--- config.mk ---
export PLATFORM = sky130hd
export DESIGN_NAME = count_readout_ser_flat
export DESIGN_NICKNAME = d
export VERILOG_FILES = /design/src/rtl/count_readout_ser_if.sv /design/src/rtl/count_readout_ser.sv /design/src/flat_wrapper.sv
export SDC_FILE = /design/constraint.sdc
export NUM_CORES = 1
export LEC_CHECK = 0
export CORE_MARGIN = 3
export CORE_UTILIZATION = 60
export DETAILED_ROUTE_END_ITERATION = 8
export PLACE_DENSITY = 0.8
export SYNTH_ARGS = -nofsm -noshare
export SYNTH_HDL_FRONTEND = slang
export SYNTH_SLANG_ARGS = --single-unit
--- constraint.sdc ---
create_clock -name clk -period 5.05 [get_ports clk]
set_clock_uncertainty 0.15 [all_clocks]
set_input_delay 1.01 -clock clk [delete_from_list [all_inputs] [get_ports clk]]
set_output_delay 1.01 -clock clk [all_outputs]
set_load 0.005 [all_outputs]
--- src/rtl/count_readout_ser_if.sv ---
// Valid/ready handshake carrying {address, count} pairs into the readout stage.
interface count_readout_ser_if #(
    parameter int unsigned ADDR_BITS = 6,
    parameter int unsigned DATA_BITS = 12
);
    logic                 in_valid;
    logic                 in_ready;
    logic [ADDR_BITS-1:0] in_addr;
    logic [DATA_BITS-1:0] in_data;

    modport master (
        output in_valid,
        output in_addr,
        output in_data,
        input  in_ready
    );

    modport slave (
        input  in_valid,
        input  in_addr,
        input  in_data,
        output in_ready
    );
endinterface

--- src/rtl/count_readout_ser.sv ---
// Serial readout stage: buffers {addr, count} pairs in a FIFO and emits each
// as a framed, even-parity serial stream (start bit, addr, data, parity).
module count_readout_ser #(
    parameter int unsigned ADDR_BITS  = 6,
    parameter int unsigned DATA_BITS  = 12,
    parameter int unsigned FIFO_DEPTH = 4,
    parameter int unsigned CLK_DIV    = 4
) (
    input  logic               clk,
    input  logic               rst_n,
    count_readout_ser_if.slave in_if,
    output logic               sdo,
    output logic               sdo_frame,
    output logic               busy
);
    localparam int unsigned PAIR_W    = ADDR_BITS + DATA_BITS;
    localparam int unsigned FRAME_LEN = PAIR_W + 2;
    localparam int unsigned SHR_W     = FRAME_LEN - 1;
    localparam int unsigned PTR_W     = (FIFO_DEPTH > 1) ? $clog2(FIFO_DEPTH) : 1;
    localparam int unsigned CNT_W     = PTR_W + 1;
    localparam int unsigned DIV_W     = $clog2(CLK_DIV);
    localparam int unsigned BIT_W     = $clog2(FRAME_LEN);

    localparam logic [1:0] ST_IDLE  = 2'd0;
    localparam logic [1:0] ST_SHIFT = 2'd1;
    localparam logic [1:0] ST_GAP   = 2'd2;

    logic [PAIR_W-1:0] mem_q [FIFO_DEPTH];
    logic [PTR_W-1:0]  wr_ptr_q, wr_ptr_d;
    logic [PTR_W-1:0]  rd_ptr_q, rd_ptr_d;
    logic [CNT_W-1:0]  cnt_q, cnt_d;
    logic [PAIR_W-1:0] head_c;
    logic              push_c;
    logic              pop_c;

    logic [1:0]        state_q, state_d;
    logic [DIV_W-1:0]  div_q, div_d;
    logic [BIT_W-1:0]  bit_q, bit_d;
    logic [SHR_W-1:0]  shr_q, shr_d;
    logic              sdo_q, sdo_d;
    logic              frame_q, frame_d;
    logic              busy_q, busy_d;

    // Ready only from the registered occupancy; forced low while in reset.
    assign in_if.in_ready = (cnt_q < CNT_W'(FIFO_DEPTH)) && rst_n;
    assign push_c         = in_if.in_valid && in_if.in_ready;
    assign head_c         = mem_q[rd_ptr_q];

    // FIFO storage; contents need no reset since occupancy gates every read.
    always_ff @(posedge clk) begin
        if (push_c) begin
            mem_q[wr_ptr_q] <= {in_if.in_addr, in_if.in_data};
        end
    end

    // FIFO pointer and occupancy update; pointers wrap by natural overflow.
    always_comb begin
        wr_ptr_d = wr_ptr_q;
        rd_ptr_d = rd_ptr_q;
        cnt_d    = cnt_q;
        if (push_c) begin
            wr_ptr_d = wr_ptr_q + PTR_W'(1);
        end
        if (pop_c) begin
            rd_ptr_d = rd_ptr_q + PTR_W'(1);
        end
        case ({push_c, pop_c})
            2'b10:   cnt_d = cnt_q + CNT_W'(1);
            2'b01:   cnt_d = cnt_q - CNT_W'(1);
            default: cnt_d = cnt_q;
        endcase
    end

    // Frame sequencer: load on pop, hold each bit CLK_DIV cycles, then a gap.
    always_comb begin
        state_d = state_q;
        div_d   = div_q;
        bit_d   = bit_q;
        shr_d   = shr_q;
        sdo_d   = sdo_q;
        frame_d = frame_q;
        pop_c   = 1'b0;
        case (state_q)
            ST_IDLE: begin
                sdo_d   = 1'b0;
                frame_d = 1'b0;
                if (cnt_q != '0) begin
                    pop_c   = 1'b1;
                    shr_d   = {head_c, ^head_c};
                    sdo_d   = 1'b1;
                    frame_d = 1'b1;
                    div_d   = '0;
                    bit_d   = '0;
                    state_d = ST_SHIFT;
                end
            end
            ST_SHIFT: begin
                if (div_q == DIV_W'(CLK_DIV - 1)) begin
                    div_d = '0;
                    if (bit_q == BIT_W'(FRAME_LEN - 1)) begin
                        bit_d   = '0;
                        sdo_d   = 1'b0;
                        frame_d = 1'b0;
                        state_d = ST_GAP;
                    end else begin
                        bit_d = bit_q + BIT_W'(1);
                        sdo_d = shr_q[SHR_W-1];
                        shr_d = {shr_q[SHR_W-2:0], 1'b0};
                    end
                end else begin
                    div_d = div_q + DIV_W'(1);
                end
            end
            ST_GAP: begin
                sdo_d   = 1'b0;
                frame_d = 1'b0;
                if (div_q == DIV_W'(CLK_DIV - 1)) begin
                    div_d   = '0;
                    state_d = ST_IDLE;
                end else begin
                    div_d = div_q + DIV_W'(1);
                end
            end
            default: begin
                sdo_d   = 1'b0;
                frame_d = 1'b0;
                div_d   = '0;
                bit_d   = '0;
                state_d = ST_IDLE;
            end
        endcase
        busy_d = (cnt_d != '0) || (state_d != ST_IDLE);
    end

    // State, counters and registered outputs; reset discards everything.
    always_ff @(posedge clk or negedge rst_n) begin
        if (!rst_n) begin
            wr_ptr_q <= '0;
            rd_ptr_q <= '0;
            cnt_q    <= '0;
            state_q  <= ST_IDLE;
            div_q    <= '0;
            bit_q    <= '0;
            shr_q    <= '0;
            sdo_q    <= 1'b0;
            frame_q  <= 1'b0;
            busy_q   <= 1'b0;
        end else begin
            wr_ptr_q <= wr_ptr_d;
            rd_ptr_q <= rd_ptr_d;
            cnt_q    <= cnt_d;
            state_q  <= state_d;
            div_q    <= div_d;
            bit_q    <= bit_d;
            shr_q    <= shr_d;
            sdo_q    <= sdo_d;
            frame_q  <= frame_d;
            busy_q   <= busy_d;
        end
    end

    assign sdo       = sdo_q;
    assign sdo_frame = frame_q;
    assign busy      = busy_q;
endmodule

--- src/flat_wrapper.sv ---
// flat-port wrapper written by rule: the top's interface ports become plain ports
module count_readout_ser_flat 
#(
    parameter int unsigned ADDR_BITS  = 6,
    parameter int unsigned DATA_BITS  = 12,
    parameter int unsigned FIFO_DEPTH = 4,
    parameter int unsigned CLK_DIV    = 4
)
  (clk, rst_n, sdo, sdo_frame, busy, in_if_in_valid, in_if_in_addr, in_if_in_data, in_if_in_ready);
  count_readout_ser_if #(.ADDR_BITS(ADDR_BITS), .DATA_BITS(DATA_BITS)) in_if_i ();
  input  logic clk;
  input  logic rst_n;
  output logic sdo;
  output logic sdo_frame;
  output logic busy;
  input wire logic [$bits(in_if_i.in_valid)-1:0] in_if_in_valid;
  input wire logic [$bits(in_if_i.in_addr)-1:0] in_if_in_addr;
  input wire logic [$bits(in_if_i.in_data)-1:0] in_if_in_data;
  output wire logic [$bits(in_if_i.in_ready)-1:0] in_if_in_ready;
  assign in_if_i.in_valid = in_if_in_valid;
  assign in_if_i.in_addr = in_if_in_addr;
  assign in_if_i.in_data = in_if_in_data;
  assign in_if_in_ready = in_if_i.in_ready;
  count_readout_ser #(.ADDR_BITS(ADDR_BITS), .DATA_BITS(DATA_BITS), .FIFO_DEPTH(FIFO_DEPTH), .CLK_DIV(CLK_DIV)) u_core (.clk(clk), .rst_n(rst_n), .in_if(in_if_i), .sdo(sdo), .sdo_frame(sdo_frame), .busy(busy));
endmodule
==> metrics.cfg, run 1 <==
[route]
route.vias.total=2450
antenna_left=0
drt_wl_total_mm=7.45
drc_errors=0
drt-initial-drc-count=75
drtPass1Iterations=4
wl_per_cell_um=17.2
viasPerCell=5.67

[synthesis]
yosysSeqAreaShare=0.659
synth_warnings=0
post-synth-top-count-cell=edfxtp_1
synthArstFlopShare=0.345
synth_ff_type=edfxtp_1
synthesis.nets=338
synthTopCellsByArea=edfxtp_1 46%, dfrtp_1 20%, mux4_2 5.2%
synthCells=305
netlist.area_leader.share=0.458
ys_types=36
synth_area_um2=4730
syn_area_per_cell_um2=15.5
ys_ff_latch=110
synth_largest_area_cell=edfxtp_1
ys_top_cells_by_count=72 x edfxtp_1, 38 x dfrtp_1, 35 x nand2_1, 27 x o21ai_0, 18 x mux2i_1
synth_edf_count=72

[clock_tree]
cts_buffers=9
post_cts_resized=0
ctsHoldBuffers=0
path_clk_slew_ps=90
clock_path_buffers=2
cts.sinks=110
cts_tree=yes
htree_levels=3
worstSkewPairLatency_ps=360
clock-root-buffer=clkbuf_8
post_cts_buffers=0

[timing]
setup_ws_ps=1940
max_freq_mhz=322
rsz0062_at_grt=no
slew_headroom=0.318
setup_tns_ps=0
min_period_ps=3110
setup_violations=0
worst_slew_pin_slew_ps=1020
hold_violations=0
post-route-period-util=0.615
slew_violations=0

[min_path]
hp-class=register to register
min-delay-start=u_core.shr_q[14]$_DFFE_PN0P_

[cells_and_area]
layout.nets=362
n_fill_cell=527
drive_above_1_share=0.102
diodes=0
utilization=0.698
seqCellArea_um2=3110
syn_to_final_growth_pct=9.95
multi_input_area_um2=1510

[power_and_ir_drop]
vdd_drop_max_mv=0.297
p_leak_nw=1.92
p_per_area_nw_per_um2=564

[setup_path]
worst_setup_path_start_kind=primary input
cp-end-kind=primary output
reg2reg_depth=6
crit_type=primary input to primary output
critPathCapture=in_if_in_ready
r2r-end=u_core.shr_q[13]$_DFFE_PN0P_
reg2reg_slack_ps=1960
r2r-start=u_core.state_q[1]$_DFF_PN0_
cp_data_required_time_ps=3890
crit_start=rst_n
critical_path_arrival_ps=1950
crit_fanout=6

[global_routing]
grtUsageTotal=0.184
grt-ovfl-total=0
grt_pass1_vias=2499
grt_pass1_wl_mm=12.2
antenna_found_initial=0
grt_max_degree=39

[place]
io_buffer_count=24
hpwl_mm=4.86
routabilityCongestion=0.809
dp_slack_ps=1700

[run]
cap_violations=0

[outcome]
status=complete, no violations

[floorplanning]
die-area_um2=8980
core_area_um2=7450
initial_utilization=0.635
ioPinCount=25
fp.dieW_um=94.8
num_rows=31
die_h_um=94.8

## where the power goes
part / internal, W / leakage (nW) / switching, W
combinational: 0.000631 / 0.718 / 0.000545
sequential: 0.00114 / 1.12 / 0.000143
clock: 0.000183 / 0.0809 / 0.000291
## worst min path at each step
| stage | depth (start not counted) | to |
|---|---|---|
| 3_3_place_gp | 1 | u_core.bit_q[4]$_DFFE_PN0P_ |
| 4_1_cts | 1 | u_core.bit_q[4]$_DFFE_PN0P_ |
| 5_1_grt | 2 | u_core.shr_q[3]$_DFFE_PN0P_ |
| 2_1_floorplan | 1 | u_core.bit_q[4]$_DFFE_PN0P_ |
| 3_5_place_dp | 2 | u_core.shr_q[1]$_DFFE_PN0P_ |
| 6_report | 2 | u_core.shr_q[14]$_DFFE_PN0P_ |
## layout by cell type, fill, tap and decap left out, types with 3 or more instances in the layout
cell / n
nor2b_1: 3
clkdlybuf4s50_1: 23
inv_1: 7
xor2_1: 4
ha_1: 11
mux2i_1: 18
edfxtp_1: 72
nor2_1: 8
mux4_2: 11
o21ai_0: 27
dfrtp_1: 38
and3_1: 4
mux4_1: 7
a21oi_1: 7
xnor2_1: 15
nand2_1: 35
clkbuf_8: 9
## cell type report
| class | count | area share |
|---|---|---|
| Timing Repair Buffer | 26 | 0.0482 |
| Multi-Input combinational cell | 174 | 0.290 |
| Inverter | 8 | 0.00578 |
| Clock inverter | 5 | 0.00843 |
| Sequential cell | 110 | 0.599 |
| Tap cell | 99 | 0.0238 |
| Clock buffer | 10 | 0.0246 |
## metal layers
layer	wire length (um)	global-route usage
met5	0	0
met3	234	0.0406
met1	3360	0.244
met4	104	0.0601
met2	3760	0.306
## worst max-delay path, stage by stage
cell and delay (ps):
buf_2 80, nor2b_1 280, clkdlybuf4s50_1 570
## cells by family (layout without fill, tap and decap cells)
kind of cell / after synthesis / after routing / share of synthesized area
DFF: 110 / 110 / 0.659
and+or+nand+nor: 65 / 65 / 0.0630
muxes: 38 / 38 / 0.134
AOI/OAI and AO/OA: 37 / 37 / 0.0416
xor gates and xnor gates: 22 / 22 / 0.0469
buffers and inverters: 21 / 49 / 0.0222
adders and majority gates: 12 / 12 / 0.0334
## sequential cells by signal, indices dropped and copies added (netlist names)
register,count
u_core.mem_q,72
u_core.shr_q,19
u_core.bit_q,5
u_core.cnt_q,3
u_core.div_q,2
u_core.rd_ptr_q,2
u_core.state_q,2
u_core.wr_ptr_q,2
u_core.busy,1
u_core.sdo,1
u_core.sdo_frame,1
## metrics by stage
stage	power (W)	area (um2)	instances	hold slack (ps)
5_1_grt	0.00312	5200	432	366
3_3_place_gp	0.00245	5020	417	306
2_1_floorplan	0.00226	4730	305	287
3_5_place_dp	0.00249	5020	417	319
6_report	0.00293	5200	432	336
4_1_cts	0.00296	5200	432	338
(Power assumes the default switching activity.)
==> inputs of run 2 (changes only) <==
--- a/config.mk
+++ b/config.mk
@@ -6,9 +6,9 @@
 export NUM_CORES = 1
 export LEC_CHECK = 0
 export CORE_MARGIN = 3
-export CORE_UTILIZATION = 60
+export CORE_UTILIZATION = 59
 export DETAILED_ROUTE_END_ITERATION = 8
-export PLACE_DENSITY = 0.8
+export PLACE_DENSITY = 0.79
 export SYNTH_ARGS = -nofsm -noshare
 export SYNTH_HDL_FRONTEND = slang
 export SYNTH_SLANG_ARGS = --single-unit
==> constraint.sdc (replaced) <==
create_clock -name clk -period 2.99 [get_ports clk]
set_clock_uncertainty 0.15 [all_clocks]
set_input_delay 0.598 -clock clk [delete_from_list [all_inputs] [get_ports clk]]
set_output_delay 0.598 -clock clk [all_outputs]
set_load 0.005 [all_outputs]
==> metrics.cfg, run 2 (synthesis results as in run 1) <==
[timing]
rsz0062_at_grt=no
hold_violations=0
worst_slew_pin_slew_ps=576
post-route-period-util=0.872
setup_ws_ps=382
slew_violations=0
setup_violations=0
slew_headroom=0.616
setup_tns_ps=0
max_freq_mhz=383
min_period_ps=2610

[global_routing]
grt-ovfl-total=0
grt_pass1_wl_mm=12.7
grtUsageTotal=0.189
grt_max_degree=39
antenna_found_initial=0
grt_pass1_vias=2510

[power_and_ir_drop]
p_per_area_nw_per_um2=968
p_total_w=0.00517
p_leak_nw=2.01
vdd_drop_max_mv=0.529

[route]
route.vias.total=2485
antenna_left=0
viasPerCell=5.55
drtPass1Iterations=4
drc_errors=0
drt_wl_total_mm=7.67
wl_per_cell_um=17.1
drt-initial-drc-count=124

[cells_and_area]
layout.nets=374
syn_to_final_growth_pct=12.9
fin_area_um2=5340
drive_above_1_share=0.133
largest_register_ffs=72
layout_common_cells=72 x edfxtp_1, 38 x dfrtp_1, 35 x nand2_1, 27 x o21ai_0, 23 x clkdlybuf4s50_1
final_common_cell=edfxtp_1
diodes=0
top_regs=u_core.mem_q x72, u_core.shr_q x19, u_core.bit_q x5
top_register=u_core.mem_q
n_fill_cell=534
finalNonFillerCells=448

[clock_tree]
cts_buffers=9
ctsHoldBuffers=0
post_cts_resized=0
worstSkewPairLatency_ps=360
post_cts_buffers=0
path_clk_slew_ps=100
cts.sinks=110
clock_path_buffers=2
htree_levels=3
clock-root-buffer=clkbuf_8
cts_tree=yes

[min_path]
hp-class=primary input to async pin

[place]
dp_slack_ps=95.5
hpwl_mm=5.17
dp.cells=432
io_buffer_count=24
routabilityCongestion=0.740
placed_cell_area_um2=5120

[setup_path]
crit_start=u_core.rd_ptr_q[0]$_DFFE_PN0P_
r2r-end=u_core.shr_q[0]$_DFFE_PN0P_
critical_path_arrival_ps=2720
cp-end-kind=register
worst_setup_path_start_kind=register
cp_data_required_time_ps=3100
crit_type=register to register
crit_fanout=7
r2r-start=u_core.rd_ptr_q[0]$_DFFE_PN0P_
reg2reg_depth=7
reg2reg_slack_ps=380

[floorplanning]
die_h_um=95.5
die-area_um2=9120
core_area_um2=7770
ioPinCount=25
fp.dieW_um=95.5
num_rows=32
initial_utilization=0.608

[outcome]
status=complete, no violations

[run]
cap_violations=0

## run 2: power by group
group | total, W | leakage (nW) | internal (W) | switching [W]
sequential | 0.00211 | 1.12 | 0.00192 | 0.000185
clock | 0.000953 | 0.107 | 0.000494 | 0.000459
combinational | 0.00211 | 0.780 | 0.00111 | 0.000997
## run 2: layer usage
layer / GRT usage / vias to the layer above / routed length (um)
met5: 0 / - / 0
met1: 0.252 / 1243 / 3480
met4: 0.0758 / 0 / 129
li1: - / 1194 / -
met2: 0.311 / 38 / 3850
met3: 0.0331 / 10 / 206
## run 2: how the worst max path moves through the flow
| stage | to | slack, ps | cells after the start |
|---|---|---|---|
| 2_1_floorplan | u_core.busy$_DFF_PN0_ | 380 | 8 |
| 3_3_place_gp | u_core.busy$_DFF_PN0_ | 180 | 8 |
| 3_5_place_dp | u_core.busy$_DFF_PN0_ | 100 | 8 |
| 4_1_cts | u_core.shr_q[0]$_DFFE_PN0P_ | 360 | 7 |
| 5_1_grt | u_core.shr_q[0]$_DFFE_PN0P_ | 230 | 8 |
| 6_report | u_core.shr_q[0]$_DFFE_PN0P_ | 380 | 7 |
## run 2: critical path, stage by stage (launching register included)
cell     delay [ps]
dfrtp_1         350
buf_4           200
mux4_1          630
xor2_1          200
xnor2_1         170
xnor3_1         420
xnor2_1         130
a32o_1          250
## run 2: layout make-up
cell class                 count  area [um2]  share of cell area
inverter                       8        30.0             0.00563
sequential                   110        3110               0.583
multi-input combinational    174        1510               0.283
clock inverter                 4        72.6              0.0136
timing repair buffer          38         340              0.0638
clock buffer                  12         145              0.0272
tap                          102         128              0.0239
## run 2: stage by stage
step / hold slack [ps] / utilization
3_3_place_gp: 305 / 0.659
6_report: 136 / 0.687
2_1_floorplan: 152 / -
4_1_cts: 142 / 0.687
5_1_grt: 168 / 0.687
3_5_place_dp: 319 / 0.659
==> inputs of run 3 (changes only) <==
--- a/config.mk
+++ b/config.mk
@@ -8,6 +8,7 @@
 export CORE_MARGIN = 3
 export CORE_UTILIZATION = 59
 export DETAILED_ROUTE_END_ITERATION = 8
+export HOLD_SLACK_MARGIN = 0.12
 export PLACE_DENSITY = 0.79
 export SYNTH_ARGS = -nofsm -noshare
 export SYNTH_HDL_FRONTEND = slang
==> results of run 3 <==
No change in the layout: final DEF, timing and power equal those of run 2.
